<file path="src/rtl/hbridge_deadtime_gate_if.sv">
// rtl/hbridge_deadtime_gate_if.sv - command/gate bundle between ESC core, H-bridge gate stage and status readers
interface hbridge_deadtime_gate_if #(
    parameter int DT_WIDTH  = 8,
    parameter int ILL_WIDTH = 8
);
    logic                 en;
    logic                 cmd_pos;
    logic                 cmd_neg;
    logic [DT_WIDTH-1:0]  dead_cycles;
    logic                 brake;
    logic                 fault_n;
    logic                 fault_clear;
    logic                 gate_ah;
    logic                 gate_al;
    logic                 gate_bh;
    logic                 gate_bl;
    logic                 fault_latched;
    logic [2:0]           state_o;
    logic [ILL_WIDTH-1:0] illegal_cnt;

    modport master (
        output en, cmd_pos, cmd_neg, dead_cycles, brake, fault_n, fault_clear,
        input  gate_ah, gate_al, gate_bh, gate_bl, fault_latched, state_o, illegal_cnt
    );

    modport slave (
        input  en, cmd_pos, cmd_neg, dead_cycles, brake, fault_n, fault_clear,
        output gate_ah, gate_al, gate_bh, gate_bl, fault_latched, state_o, illegal_cnt
    );
endinterface

</file>
<file path="src/rtl/hbridge_deadtime_gate.sv">
// rtl/hbridge_deadtime_gate.sv - H-bridge gate driver with dead time, illegal-command reject and fault latch
// Optional active brake state enabled by defining HBRIDGE_BRAKE_EN.
module hbridge_deadtime_gate #(
    parameter int DT_WIDTH   = 8,
    parameter int FAULT_SYNC = 2,
    parameter int ILL_WIDTH  = 8
) (
    input logic                   clk,
    input logic                   reset,
    hbridge_deadtime_gate_if.slave bus
);
    localparam logic [2:0] ST_OFF   = 3'd0;
    localparam logic [2:0] ST_DEAD  = 3'd1;
    localparam logic [2:0] ST_POS   = 3'd2;
    localparam logic [2:0] ST_NEG   = 3'd3;
    localparam logic [2:0] ST_FAULT = 3'd4;
    localparam logic [2:0] ST_BRAKE = 3'd5;

    localparam logic [DT_WIDTH-1:0] DT_ONE = {{(DT_WIDTH-1){1'b0}}, 1'b1};

    logic [FAULT_SYNC-1:0] r_fault_sync;
    logic                  r_pos;
    logic                  r_neg;
    logic [2:0]            r_state;
    logic [DT_WIDTH-1:0]   r_dt_cnt;
    logic [ILL_WIDTH-1:0]  r_ill_cnt;
    logic                  r_gate_ah;
    logic                  r_gate_al;
    logic                  r_gate_bh;
    logic                  r_gate_bl;

    logic                  w_fault_ok;
    logic                  w_illegal;
    logic [2:0]            w_req;
    logic [2:0]            w_next;
    logic [DT_WIDTH-1:0]   w_cnt_next;
    logic [DT_WIDTH-1:0]   w_dead_load;

`ifdef HBRIDGE_BRAKE_EN
    logic                  r_brake;

    always_ff @(posedge clk) begin
        if (reset) r_brake <= 1'b0;
        else       r_brake <= bus.brake;
    end
`endif

    // Synchroniser resets to "no fault" so a reset never manufactures a fault.
    always_ff @(posedge clk) begin
        if (reset) r_fault_sync <= '1;
        else       r_fault_sync <= {r_fault_sync[FAULT_SYNC-2:0], bus.fault_n};
    end

    assign w_fault_ok  = r_fault_sync[FAULT_SYNC-1];
    assign w_illegal   = r_pos & r_neg;
    assign w_dead_load = (bus.dead_cycles == '0) ? DT_ONE : bus.dead_cycles;

    always_comb begin
        w_req = ST_OFF;
        if (bus.en) begin
            if (r_pos && !r_neg)      w_req = ST_POS;
            else if (r_neg && !r_pos) w_req = ST_NEG;
`ifdef HBRIDGE_BRAKE_EN
            if (r_brake)              w_req = ST_BRAKE;
`endif
        end
    end

    always_comb begin
        w_next     = r_state;
        w_cnt_next = r_dt_cnt;
        case (r_state)
            ST_OFF: begin
                if (w_req != ST_OFF) w_next = w_req;
            end
            ST_POS, ST_NEG: begin
                if (w_req != r_state) begin
                    w_next     = ST_DEAD;
                    w_cnt_next = w_dead_load;
                end
            end
            ST_DEAD: begin
                // Request changes during DEAD do not restart the count.
                if (r_dt_cnt <= DT_ONE) w_next = w_req;
                else                    w_cnt_next = r_dt_cnt - DT_ONE;
            end
            ST_FAULT: begin
                if (bus.fault_clear && w_fault_ok) w_next = ST_OFF;
            end
`ifdef HBRIDGE_BRAKE_EN
            ST_BRAKE: begin
                if (w_req == ST_OFF) begin
                    w_next = ST_OFF;
                end else if (w_req != ST_BRAKE) begin
                    w_next     = ST_DEAD;
                    w_cnt_next = w_dead_load;
                end
            end
`endif
            default: w_next = ST_OFF;
        endcase
        if (!w_fault_ok) w_next = ST_FAULT;
    end

    always_ff @(posedge clk) begin
        if (reset) begin
            r_pos     <= 1'b0;
            r_neg     <= 1'b0;
            r_state   <= ST_OFF;
            r_dt_cnt  <= '0;
            r_ill_cnt <= '0;
            r_gate_ah <= 1'b0;
            r_gate_al <= 1'b0;
            r_gate_bh <= 1'b0;
            r_gate_bl <= 1'b0;
        end else begin
            r_pos     <= bus.cmd_pos;
            r_neg     <= bus.cmd_neg;
            r_state   <= w_next;
            r_dt_cnt  <= w_cnt_next;
            if (w_illegal && (r_ill_cnt != '1)) r_ill_cnt <= r_ill_cnt + 1'b1;
            // Gates come from the next-state decode so they track r_state exactly.
            r_gate_ah <= (w_next == ST_POS);
            r_gate_bh <= (w_next == ST_NEG);
            r_gate_al <= (w_next == ST_NEG) || (w_next == ST_BRAKE);
            r_gate_bl <= (w_next == ST_POS) || (w_next == ST_BRAKE);
        end
    end

    assign bus.gate_ah       = r_gate_ah;
    assign bus.gate_al       = r_gate_al;
    assign bus.gate_bh       = r_gate_bh;
    assign bus.gate_bl       = r_gate_bl;
    assign bus.fault_latched = (r_state == ST_FAULT);
    assign bus.state_o       = r_state;
    assign bus.illegal_cnt   = r_ill_cnt;
endmodule

</file>
<file path="src/flat_wrapper.sv">
// flat-port wrapper written by rule: the top's interface ports become plain ports
module hbridge_deadtime_gate_flat 
#(
    parameter int DT_WIDTH   = 8,
    parameter int FAULT_SYNC = 2,
    parameter int ILL_WIDTH  = 8
)
  (clk, reset, bus_en, bus_cmd_pos, bus_cmd_neg, bus_dead_cycles, bus_brake, bus_fault_n, bus_fault_clear, bus_gate_ah, bus_gate_al, bus_gate_bh, bus_gate_bl, bus_fault_latched, bus_state_o, bus_illegal_cnt);
  hbridge_deadtime_gate_if #(.DT_WIDTH(DT_WIDTH), .ILL_WIDTH(ILL_WIDTH)) bus_i ();
  input logic clk;
  input logic reset;
  input wire logic [$bits(bus_i.en)-1:0] bus_en;
  input wire logic [$bits(bus_i.cmd_pos)-1:0] bus_cmd_pos;
  input wire logic [$bits(bus_i.cmd_neg)-1:0] bus_cmd_neg;
  input wire logic [$bits(bus_i.dead_cycles)-1:0] bus_dead_cycles;
  input wire logic [$bits(bus_i.brake)-1:0] bus_brake;
  input wire logic [$bits(bus_i.fault_n)-1:0] bus_fault_n;
  input wire logic [$bits(bus_i.fault_clear)-1:0] bus_fault_clear;
  output wire logic [$bits(bus_i.gate_ah)-1:0] bus_gate_ah;
  output wire logic [$bits(bus_i.gate_al)-1:0] bus_gate_al;
  output wire logic [$bits(bus_i.gate_bh)-1:0] bus_gate_bh;
  output wire logic [$bits(bus_i.gate_bl)-1:0] bus_gate_bl;
  output wire logic [$bits(bus_i.fault_latched)-1:0] bus_fault_latched;
  output wire logic [$bits(bus_i.state_o)-1:0] bus_state_o;
  output wire logic [$bits(bus_i.illegal_cnt)-1:0] bus_illegal_cnt;
  assign bus_i.en = bus_en;
  assign bus_i.cmd_pos = bus_cmd_pos;
  assign bus_i.cmd_neg = bus_cmd_neg;
  assign bus_i.dead_cycles = bus_dead_cycles;
  assign bus_i.brake = bus_brake;
  assign bus_i.fault_n = bus_fault_n;
  assign bus_i.fault_clear = bus_fault_clear;
  assign bus_gate_ah = bus_i.gate_ah;
  assign bus_gate_al = bus_i.gate_al;
  assign bus_gate_bh = bus_i.gate_bh;
  assign bus_gate_bl = bus_i.gate_bl;
  assign bus_fault_latched = bus_i.fault_latched;
  assign bus_state_o = bus_i.state_o;
  assign bus_illegal_cnt = bus_i.illegal_cnt;
  hbridge_deadtime_gate #(.DT_WIDTH(DT_WIDTH), .FAULT_SYNC(FAULT_SYNC), .ILL_WIDTH(ILL_WIDTH)) u_core (.clk(clk), .reset(reset), .bus(bus_i));
endmodule
</file>
<file path="config.mk">
export PLATFORM = sky130hd
export DESIGN_NAME = hbridge_deadtime_gate_flat
export DESIGN_NICKNAME = d
export VERILOG_FILES = /design/src/rtl/hbridge_deadtime_gate_if.sv /design/src/rtl/hbridge_deadtime_gate.sv /design/src/flat_wrapper.sv
export SDC_FILE = /design/constraint.sdc
export NUM_CORES = 1
export LEC_CHECK = 0
export ABC_AREA = 1
export BUFFER_PORTS_ARGS = -buffer_cell sky130_fd_sc_hd__buf_4
export CORE_UTILIZATION = 50
export DETAILED_ROUTE_END_ITERATION = 12
export PLACE_DENSITY = 0.85
export SYNTH_ARGS = -nofsm -noshare
export SYNTH_HDL_FRONTEND = slang
export SYNTH_SLANG_ARGS = --single-unit
export TNS_END_PERCENT = 30
</file>
<file path="constraint.sdc">
create_clock -name clk -period 1.69 [get_ports clk]
set_input_delay 0.338 -clock clk [delete_from_list [all_inputs] [get_ports clk]]
set_output_delay 0.338 -clock clk [all_outputs]
set_load 0.02 [all_outputs]
</file>
==> summary.txt, run 1 <==
Port Buf Inserts -> 30
initial antenna violation count -> 0
Slew HR -> 77.4%
Seq/Total Area, Yosys -> 34.7%
Crit Path Max Fanout -> 5
Sw Pwr -> 0.545 mW
clk buf depth -> 2
GPL Wtd Cong -> 0.879
layout cells sized above 1 -> 28.0%
drt total wl -> 3.10 mm
Initial Util -> 54.6%
vias -> 1481
adder-cell share of the synthesized area -> 4.02%
Comb pwr share -> 34.0%
DRC -> 3
total track usage -> 20.5%
H-tree levels -> 1
post-synthesis register bit count -> 27
FMAX -> 633 MHz
DRT iter0 DRCs -> 57
Clk network pwr share -> 18.4%
Synth Warn # -> 0
type of origin of the critical path -> flip-flop
cell-internal power -> 0.986 mW
Slew Limit Fails -> 0
Synth async-reset ratio -> 0%
area delta synth->final -> 20.9%
Root Buffer -> clkbuf_4
post-route ant nets -> 0
Seq pwr share -> 47.6%
TritonRoute pass-1 iters -> 8
largest net degree at the start of global routing -> 16
Period minus WS final -> 1.58 ns
clock sink count -> 27
final setup TNS -> 0 ns
average vias per placed instance -> 5.02
Post-synth EDFFs -> 0
Placement Cell Area -> 1840 um^2
worst slew pin tran -> 0.339 ns
Distinct cells, synth -> 30
full die area -> 3340 um^2
WS Path Type -> flip-flop to output pin
FP Rows -> 19
pwr/cell area -> 813 nW/um^2
number of global-route vias before repair -> 1287
Hold Buf Count CTS -> 0
DP HPWL -> 2.39 mm
Final period util -> 93.6%
Lkg Pwr -> 0.912 nW
post-synth design cell area -> 1560 um^2
Post-Synth XOR/XNOR Area -> 1.69%
clock transition at the registers of the reported paths -> 0.13 ns
post-route cell area -> 1880 um^2
Core Area -> 2850 um^2
commonest non-fill, non-tap cell in the layout -> nand2_1
Crit path required time -> 1.35 ns
Setup violations, final -> 0
Total Power -> 1.53 mW
Max Cap Violations -> 0
first-pass GRT wire length -> 5.44 mm
drt wl/cell -> 10.5 um
# nets final -> 286
Max VDD drop -> 0.000577 V
Ant. Diodes -> 0
Net Sw Frac -> 35.6%
total congestion overflow -> 0
post-synthesis mux area share -> 0%
status -> complete, but fails checks
Synth Area in Compound Gates -> 12.0%
IO Count -> 32
die width -> 57.8 um
syn_nets -> 249
Post-Synthesis Cells -> 228
failing checks -> DRC
RSZ-0062 raised after global routing -> no
Worst-Skew Late Latency -> 0.33 ns
CTS tree -> built
CP endpoint kind -> output pin
die height -> 57.8 um
worst clock skew -> 0.00557 ns
min-delay worst type -> input port to flip-flop
Filler cells -> 273
Crit path arrival time -> 1.24 ns
main combinational cell family by area after synthesis -> simple AND/OR/NAND/NOR gates
CTS Buf Count -> 3
synthesized area per cell -> 6.83 um^2
Main synth FF type -> dfxtp_1
endpoints failing hold -> 0
commonest non-fill, non-tap cells in the layout -> 59 x nand2_1, 35 x nor2_1, 35 x buf_4
Synth Area in Simple Gates -> 38.3%
==> per-layer routing <==
layer / wire length [um] / GRT usage [%]
met1: 1450 / 26.0
met2: 1490 / 35.1
met3: 149 / 4.91
met4: 19 / 5.10
met5: 0 / 0
==> area by class of cell <==
| class | instances | area, um^2 | area share, % |
|---|---|---|---|
| sequential | 27 | 543 | 28.8 |
| multi-input combinational | 165 | 888 | 47.2 |
| timing repair buffer | 35 | 263 | 14.0 |
| tap | 31 | 38.8 | 2.06 |
| inverter | 33 | 124 | 6.58 |
| clock buffer | 4 | 26.3 | 1.40 |
==> power by group through the flow <==
stage | combinational, mW | clock [mW] | sequential [mW]
6_report | 0.521 | 0.282 | 0.728
5_1_grt | 0.588 | 0.315 | 0.736
4_1_cts | 0.516 | 0.291 | 0.726
3_5_place_dp | 0.515 | 0 | 0.740
3_3_place_gp | 0.507 | 0 | 0.738
2_1_floorplan | 0.362 | 0 | 0.755
==> worst max-delay path, stage by stage (launching register included) <==
cell,delay [ns]
dfxtp_1,0.36
inv_2,0.12
nand2_1,0.10
nor2_1,0.16
buf_4,0.17
==> timing repair <==
| action | CTS | global route |
|---|---|---|
| buffers inserted | 0 | 0 |
| resized for setup | 1 | 4 |
| endpoints found under the setup margin | 6 | 7 |
==> cells in the mapped netlist (2+ instances only) <==
library cell	count	area (um^2)
nand2_1	59	221
nor2_1	35	131
dfxtp_1	27	541
inv_1	27	101
nand3_1	9	45.0
a21oi_1	8	40.0
a21oi_2	6	52.6
o21ai_1	6	30.0
ha_1	5	62.6
inv_2	5	18.8
nand2_2	5	31.3
o21ai_0	5	25.0
nand3_2	4	40.0
nand4_1	4	25.0
nor2_4	3	33.8
xor2_1	3	26.3
nor2_2	2	12.5
o21ai_2	2	17.5
or2_2	2	12.5
==> path summary, 6_finish.rpt <==
kind                                from                      to  slack (ns)  cells past startpoint
hold reg to reg   u_core.r_fault_sync[0]  u_core.r_fault_sync[1]        0.43                      1
hold / removal               bus_fault_n  u_core.r_fault_sync[0]        0.18                      2
setup / recovery   u_core.bus.state_o[0]       bus_fault_latched        0.11                      4
setup reg to reg            u_core.r_pos      u_core.bus.gate_bl        0.15                     11
==> cells by family after synthesis <==
logic type	after synthesis
compound gates	30
buf+inv	36
xor+xnor	3
flops	27
fa+ha+maj	5
simple gates	127
==> through the flow <==
stage	setup slack [ns]	utilization, %	hold WS, ns	instances
2_1_floorplan	0.148	-	0.389	228
3_3_place_gp	-0.0314	64.5	0.398	291
3_5_place_dp	-0.0945	64.5	0.400	291
4_1_cts	0.0329	65.5	0.175	295
5_1_grt	0.0192	66.0	0.171	295
6_report	0.109	66.0	0.183	295
==> registers in the layout, summed over array words and instances (netlist names) <==
name	flops
u_core.r_neg	1
u_core.bus.gate_bh	1
u_core.bus.gate_ah	1
u_core.bus.illegal_cnt	8
u_core.r_fault_sync	2
u_core.bus.gate_bl	1
u_core.bus.gate_al	1
u_core.bus.state_o	3
u_core.r_pos	1
u_core.r_dt_cnt	8
(Power assumes the default switching activity.)
==> run 2, diff against run 1 <==
SETUP_SLACK_MARGIN = 0.3   (was not set)
==> summary.txt, run 2 (synthesis results as in run 1) <==
Place WS -> -0.0584 ns (+0.0361 ns)
FMAX -> 686 MHz (+8.5%)
H-tree levels -> 1 (unchanged)
die width -> 57.8 um (unchanged)
DRT iter0 DRCs -> 88 (+54%)
Hold Buf Count CTS -> 0 (unchanged)
CTS Buf Count -> 3 (unchanged)
Net Sw Frac -> 37.6% (+2.0 points)
Crit path arrival time -> 1.69 ns (+0.45 ns)
layout cells sized above 1 -> 41.6% (+14 points)
Initial Util -> 54.6% (unchanged)
Seq pwr share -> 44.0% (-3.6 points)
clock sink count -> 27 (unchanged)
type of origin of the critical path -> flip-flop
commonest non-fill, non-tap cell in the layout -> nand2_1
RSZ-0062 raised after global routing -> yes
pwr/cell area -> 778 nW/um^2 (-4.3%)
CP endpoint kind -> flip-flop
# nets final -> 296 (+3.5%)
worst slew pin tran -> 0.334 ns (-0.00545 ns)
Slew Limit Fails -> 0 (unchanged)
Final period util -> 86.2% (-7.3 points)
initial antenna violation count -> 0 (unchanged)
TritonRoute pass-1 iters -> 8 (unchanged)
DRC -> 2 (-1)
Worst-Skew Late Latency -> 0.33 ns (about the same)
status -> complete, but fails checks
min-delay worst type -> input port to flip-flop
WS Path Type -> flip-flop to flip-flop
family with the most delay on the worst path -> simple AND/OR/NAND/NOR gates
Period minus WS final -> 1.46 ns (-0.123 ns)
Crit Path Max Fanout -> 7 (+2)
Clk network pwr share -> 16.6% (-1.8 points)
CTS tree -> built
drt total wl -> 3.93 mm (+26%)
Max VDD drop -> 0.000581 V (+0.71%)
CP max stage delay -> 0.38 ns (+0.02 ns)
drt wl/cell -> 12.9 um (+22%)
largest net degree at the start of global routing -> 16 (unchanged)
Root Buffer -> clkbuf_4
cell-internal power -> 1.05 mW (+6.0%)
average vias per placed instance -> 5.29 (+5.4%)
total track usage -> 24.5% (+4.0 points)
first-pass GRT wire length -> 6.47 mm (+19%)
number of global-route vias before repair -> 1542 (+20%)
fin util -> 75.4% (+9.4 points)
worst clock skew -> 0.00662 ns (+0.00105 ns)
vias -> 1614 (+9.0%)
worst path cell trace -> inv_4 > ha_4 > o21ai_4 > nor2_4 > nand2_2 > nand2_2 > nor2_4 > nand2_1 > nand2_1 > nor2_1
Port Buf Inserts -> 30 (unchanged)
IO Count -> 32 (unchanged)
setup ws final -> 0.232 ns (+0.123 ns)
full die area -> 3340 um^2 (unchanged)
post-route ant nets -> 0 (unchanged)
Sw Pwr -> 0.629 mW (+15%)
CP bufs+invs -> 1 (-1)
commonest non-fill, non-tap cells in the layout -> 50 x nand2_1, 44 x buf_4, 33 x nor2_1
R2R depth -> 10 (-1)
Setup violations, final -> 0 (unchanged)
Ant. Diodes -> 0 (unchanged)
Crit path required time -> 1.92 ns (+0.57 ns)
clk buf depth -> 2 (unchanged)
failing checks -> DRC
total congestion overflow -> 0 (unchanged)
die height -> 57.8 um (unchanged)
FP Rows -> 19 (unchanged)
Lkg Pwr -> 1.02 nW (+12%)
Worst path slowest cell -> dfxtp_2
endpoints failing hold -> 0 (unchanged)
Slew HR -> 77.7% (+0.36 points)
Core Area -> 2850 um^2 (unchanged)
DP HPWL -> 2.53 mm (+5.7%)
Max Cap Violations -> 0 (unchanged)
area delta synth->final -> 38.1%
Comb pwr share -> 39.4% (+5.4 points)
GPL Wtd Cong -> 0.886 (+0.88%)
CP Depth -> 10 (+6)
clock transition at the registers of the reported paths -> 0.14 ns (about the same)
hold depth -> 2 (unchanged)
-- run 2: power by group through the flow --
stage,clock (mW),combinational [mW],sequential (mW)
detailed placement,0,0.511,0.743
floorplan,0,0.369,0.753
finish,0.278,0.660,0.737
global route,0.311,0.722,0.744
CTS,0.293,0.617,0.728
global placement,0,0.496,0.741
-- run 2: worst paths after layout --
kind / slack (ns) / start / end
worst max-delay path: 0.23 / u_core.r_dt_cnt[1] / u_core.r_dt_cnt[5]
worst min-delay path: 0.18 / bus_fault_n / u_core.r_fault_sync[0]
worst max register to register: 0.23 / u_core.r_dt_cnt[1] / u_core.r_dt_cnt[5]
worst min register to register: 0.43 / u_core.r_fault_sync[0] / u_core.r_fault_sync[1]
-- run 2: cell type report --
class / instances / area (um^2)
inverter: 33 / 136
clock inverter: 1 / 5.00
multi-input combinational: 165 / 1040
sequential: 27 / 567
timing repair buffer: 45 / 342
clock buffer: 3 / 22.5
tap: 31 / 38.8
fill: 212 / 702
-- run 2: metal layers --
layer  share of wire (%)  GRT usage, %  wire length [um]
met1                  41          27.7              1600
met2                  51          45.8              2010
met3                 5.3          4.69               207
met4                 2.8          7.82               108
met5                   0             0                 0
-- run 2: metrics by stage --
stage | power (mW) | cell area [um^2] | cells | hold WS, ns | TNS [ns]
6_report | 1.67 | 2150 | 305 | 0.182 | 0
5_1_grt | 1.78 | 2150 | 305 | 0.168 | 0
4_1_cts | 1.64 | 2070 | 302 | 0.173 | 0
3_5_place_dp | 1.25 | 1830 | 288 | 0.394 | -0.173
3_3_place_gp | 1.24 | 1830 | 288 | 0.395 | -0.111
2_1_floorplan | 1.12 | 1570 | 228 | 0.389 | 0
-- run 2: timing repair --
| item | 4_1_cts | 5_1_grt |
|---|---|---|
| pin swaps | 18 | 12 |
| endpoints found under the setup margin | 24 | 24 |
| buffers inserted | 10 | 3 |
| gates resized for setup | 38 | 16 |
==> run 3, diff against run 2 <==
RECOVER_POWER = 50   (was not set)
==> summary.txt, run 3 (synthesis results as in run 1) <==
FF-to-FF End -> u_core.bus.illegal_cnt[1]
DRT iter0 DRCs -> 73 (-17%)
Worst Setup SP -> u_core.bus.state_o[0]
Sw Pwr -> 0.631 mW (+0.31%)
Max Cap Violations -> 0 (unchanged)
Ant. Diodes -> 0 (unchanged)
CTS Buf Count -> 3 (unchanged)
dpl cells -> 288 (unchanged)
Net Sw Frac -> 37.8% (+0.27 points)
GPL Wtd Cong -> 0.886 (unchanged)
status -> complete, but fails checks
crit path capture -> bus_state_o[0]
Slew HR -> 46.1% (-32 points)
die width -> 57.8 um (unchanged)
initial antenna violation count -> 0 (unchanged)
Worst path slowest cell -> dfxtp_1
DRC -> 2 (unchanged)
average vias per placed instance -> 5.31 (+0.31%)
post-route cell area -> 2090 um^2 (-2.8%)
full die area -> 3340 um^2 (unchanged)
IO Count -> 32 (unchanged)
Period minus WS final -> 1.52 ns (+0.0645 ns)
worst reg2reg path startpoint -> u_core.bus.illegal_cnt[1]
# nets final -> 296 (unchanged)
commonest non-fill, non-tap cells in the layout -> 50 x nand2_1, 33 x nor2_1, 32 x buf_4
Clk network pwr share -> 16.6% (about the same)
CTS tree -> built
Crit Path Max Fanout -> 3 (-4)
worst clock skew -> 0.00294 ns (-0.00368 ns)
Worst-Skew Late Latency -> 0.33 ns (about the same)
first-pass GRT wire length -> 6.47 mm (unchanged)
Root Buffer -> clkbuf_4
total congestion overflow -> 0 (unchanged)
area delta synth->final -> 34.2%
min-delay worst type -> input port to flip-flop
commonest non-fill, non-tap cell in the layout -> nand2_1
fin util -> 73.3% (-2.1 points)
Hold WS -> 0.183 ns (+0.000656 ns)
Comb pwr share -> 39.1% (-0.3 points)
final setup TNS -> 0 ns (unchanged)
WS Path Type -> flip-flop to output pin
vias -> 1619 (+0.31%)
setup ws final -> 0.168 ns (-0.0645 ns)
FP Rows -> 19 (unchanged)
multi-input logic area -> 1040 um^2 (unchanged)
Setup violations, final -> 0 (unchanged)
Core Area -> 2850 um^2 (unchanged)
largest net degree at the start of global routing -> 16 (unchanged)
drt total wl -> 3.96 mm (+0.94%)
RSZ-0062 raised after global routing -> yes
worst slew pin tran -> 0.808 ns (+0.474 ns)
register area -> 552 um^2 (-2.6%)
R2R depth -> 7 (-3)
Total Power -> 1.67 mW (-0.42%)
Filler cells -> 228 (+7.5%)
cell-internal power -> 1.04 mW (-0.85%)
total track usage -> 24.5% (unchanged)
die height -> 57.8 um (unchanged)
Seq pwr share -> 44.2% (+0.2 points)
clk buf depth -> 2 (unchanged)
Initial Util -> 54.6% (unchanged)
Crit path arrival time -> 1.18 ns (-0.51 ns)
clock transition at the registers of the reported paths -> 0.14 ns (about the same)
Placement Cell Area -> 1830 um^2 (unchanged)
CP endpoint kind -> output pin
Slew Limit Fails -> 0 (unchanged)
pwr/cell area -> 797 nW/um^2 (+2.4%)
type of origin of the critical path -> flip-flop
failing checks -> DRC
H-tree levels -> 1 (unchanged)
worst path cell trace -> clkbuf_1 > buf_4
post-route ant nets -> 0 (unchanged)
Reg2Reg Setup Slack -> 0.19 ns (-0.04 ns)
TritonRoute pass-1 iters -> 8 (unchanged)
Lkg Pwr -> 0.971 nW (-5.2%)
clock sink count -> 27 (unchanged)
drt wl/cell -> 13.0 um (+0.94%)
critical hold path startpoint -> bus_fault_n
endpoints failing hold -> 0 (unchanged)
Port Buf Inserts -> 30 (unchanged)
number of global-route vias before repair -> 1542 (unchanged)
Max VDD drop -> 0.000574 V (-1.2%)
FMAX -> 657 MHz (-4.2%)
Final period util -> 90.1% (+3.8 points)
DP HPWL -> 2.53 mm (unchanged)
layout cells sized above 1 -> 35.8% (-5.8 points)
Hold Buf Count CTS -> 0 (unchanged)
Place WS -> -0.0584 ns (unchanged)
Crit path required time -> 1.35 ns (-0.57 ns)
Finished Layout Cells -> 305 (unchanged)
CP max stage delay -> 0.43 ns (+0.05 ns)
## run 3: worst min-delay path by stage
stage / to / slack [ns] / depth (start not counted)
detailed placement: u_core.r_fault_sync[1] / 0.39 / 1
finish: u_core.r_fault_sync[0] / 0.18 / 2
global route: u_core.r_fault_sync[0] / 0.17 / 2
global placement: u_core.r_fault_sync[1] / 0.40 / 1
floorplan: u_core.r_fault_sync[1] / 0.39 / 1
CTS: u_core.r_fault_sync[0] / 0.17 / 2
## run 3: cell type report
class / instances / share of cell area [%]
inverters: 33 / 6.52
repair buffers: 45 / 14.2
clock inverters: 1 / 0.239
multi-input cells: 165 / 49.7
clock buffers: 3 / 1.08
flip-flops and latches: 27 / 26.4
well taps: 31 / 1.86
## run 3: power groups by stage
stage          clock, mW  combinational (mW)  sequential, mW
2_1_floorplan          0               0.369           0.753
3_3_place_gp           0               0.496           0.741
3_5_place_dp           0               0.511           0.743
4_1_cts            0.293               0.617           0.728
5_1_grt            0.311               0.712           0.745
6_report           0.277               0.652           0.737
## run 3: routing by layer
metal	vias up	routed length, um	GRT usage [%]
li1	807	-	-
met1	759	1650	27.7
met2	41	2040	45.8
met3	12	164	4.69
met4	0	103	7.82
met5	-	0	0
## run 3: what timing repair did
item                       4_1_cts  5_1_grt
gates resized for setup         38       16
setup buffers                   10        3
setup endpoints to repair       24       24
pin swaps                       18       12
## run 3: worst max-delay path: cells and delay by family, from the launching register on
family / cells / cell delay, ns
buffers and inverters: 2 / 0.43
DFF: 1 / 0.43
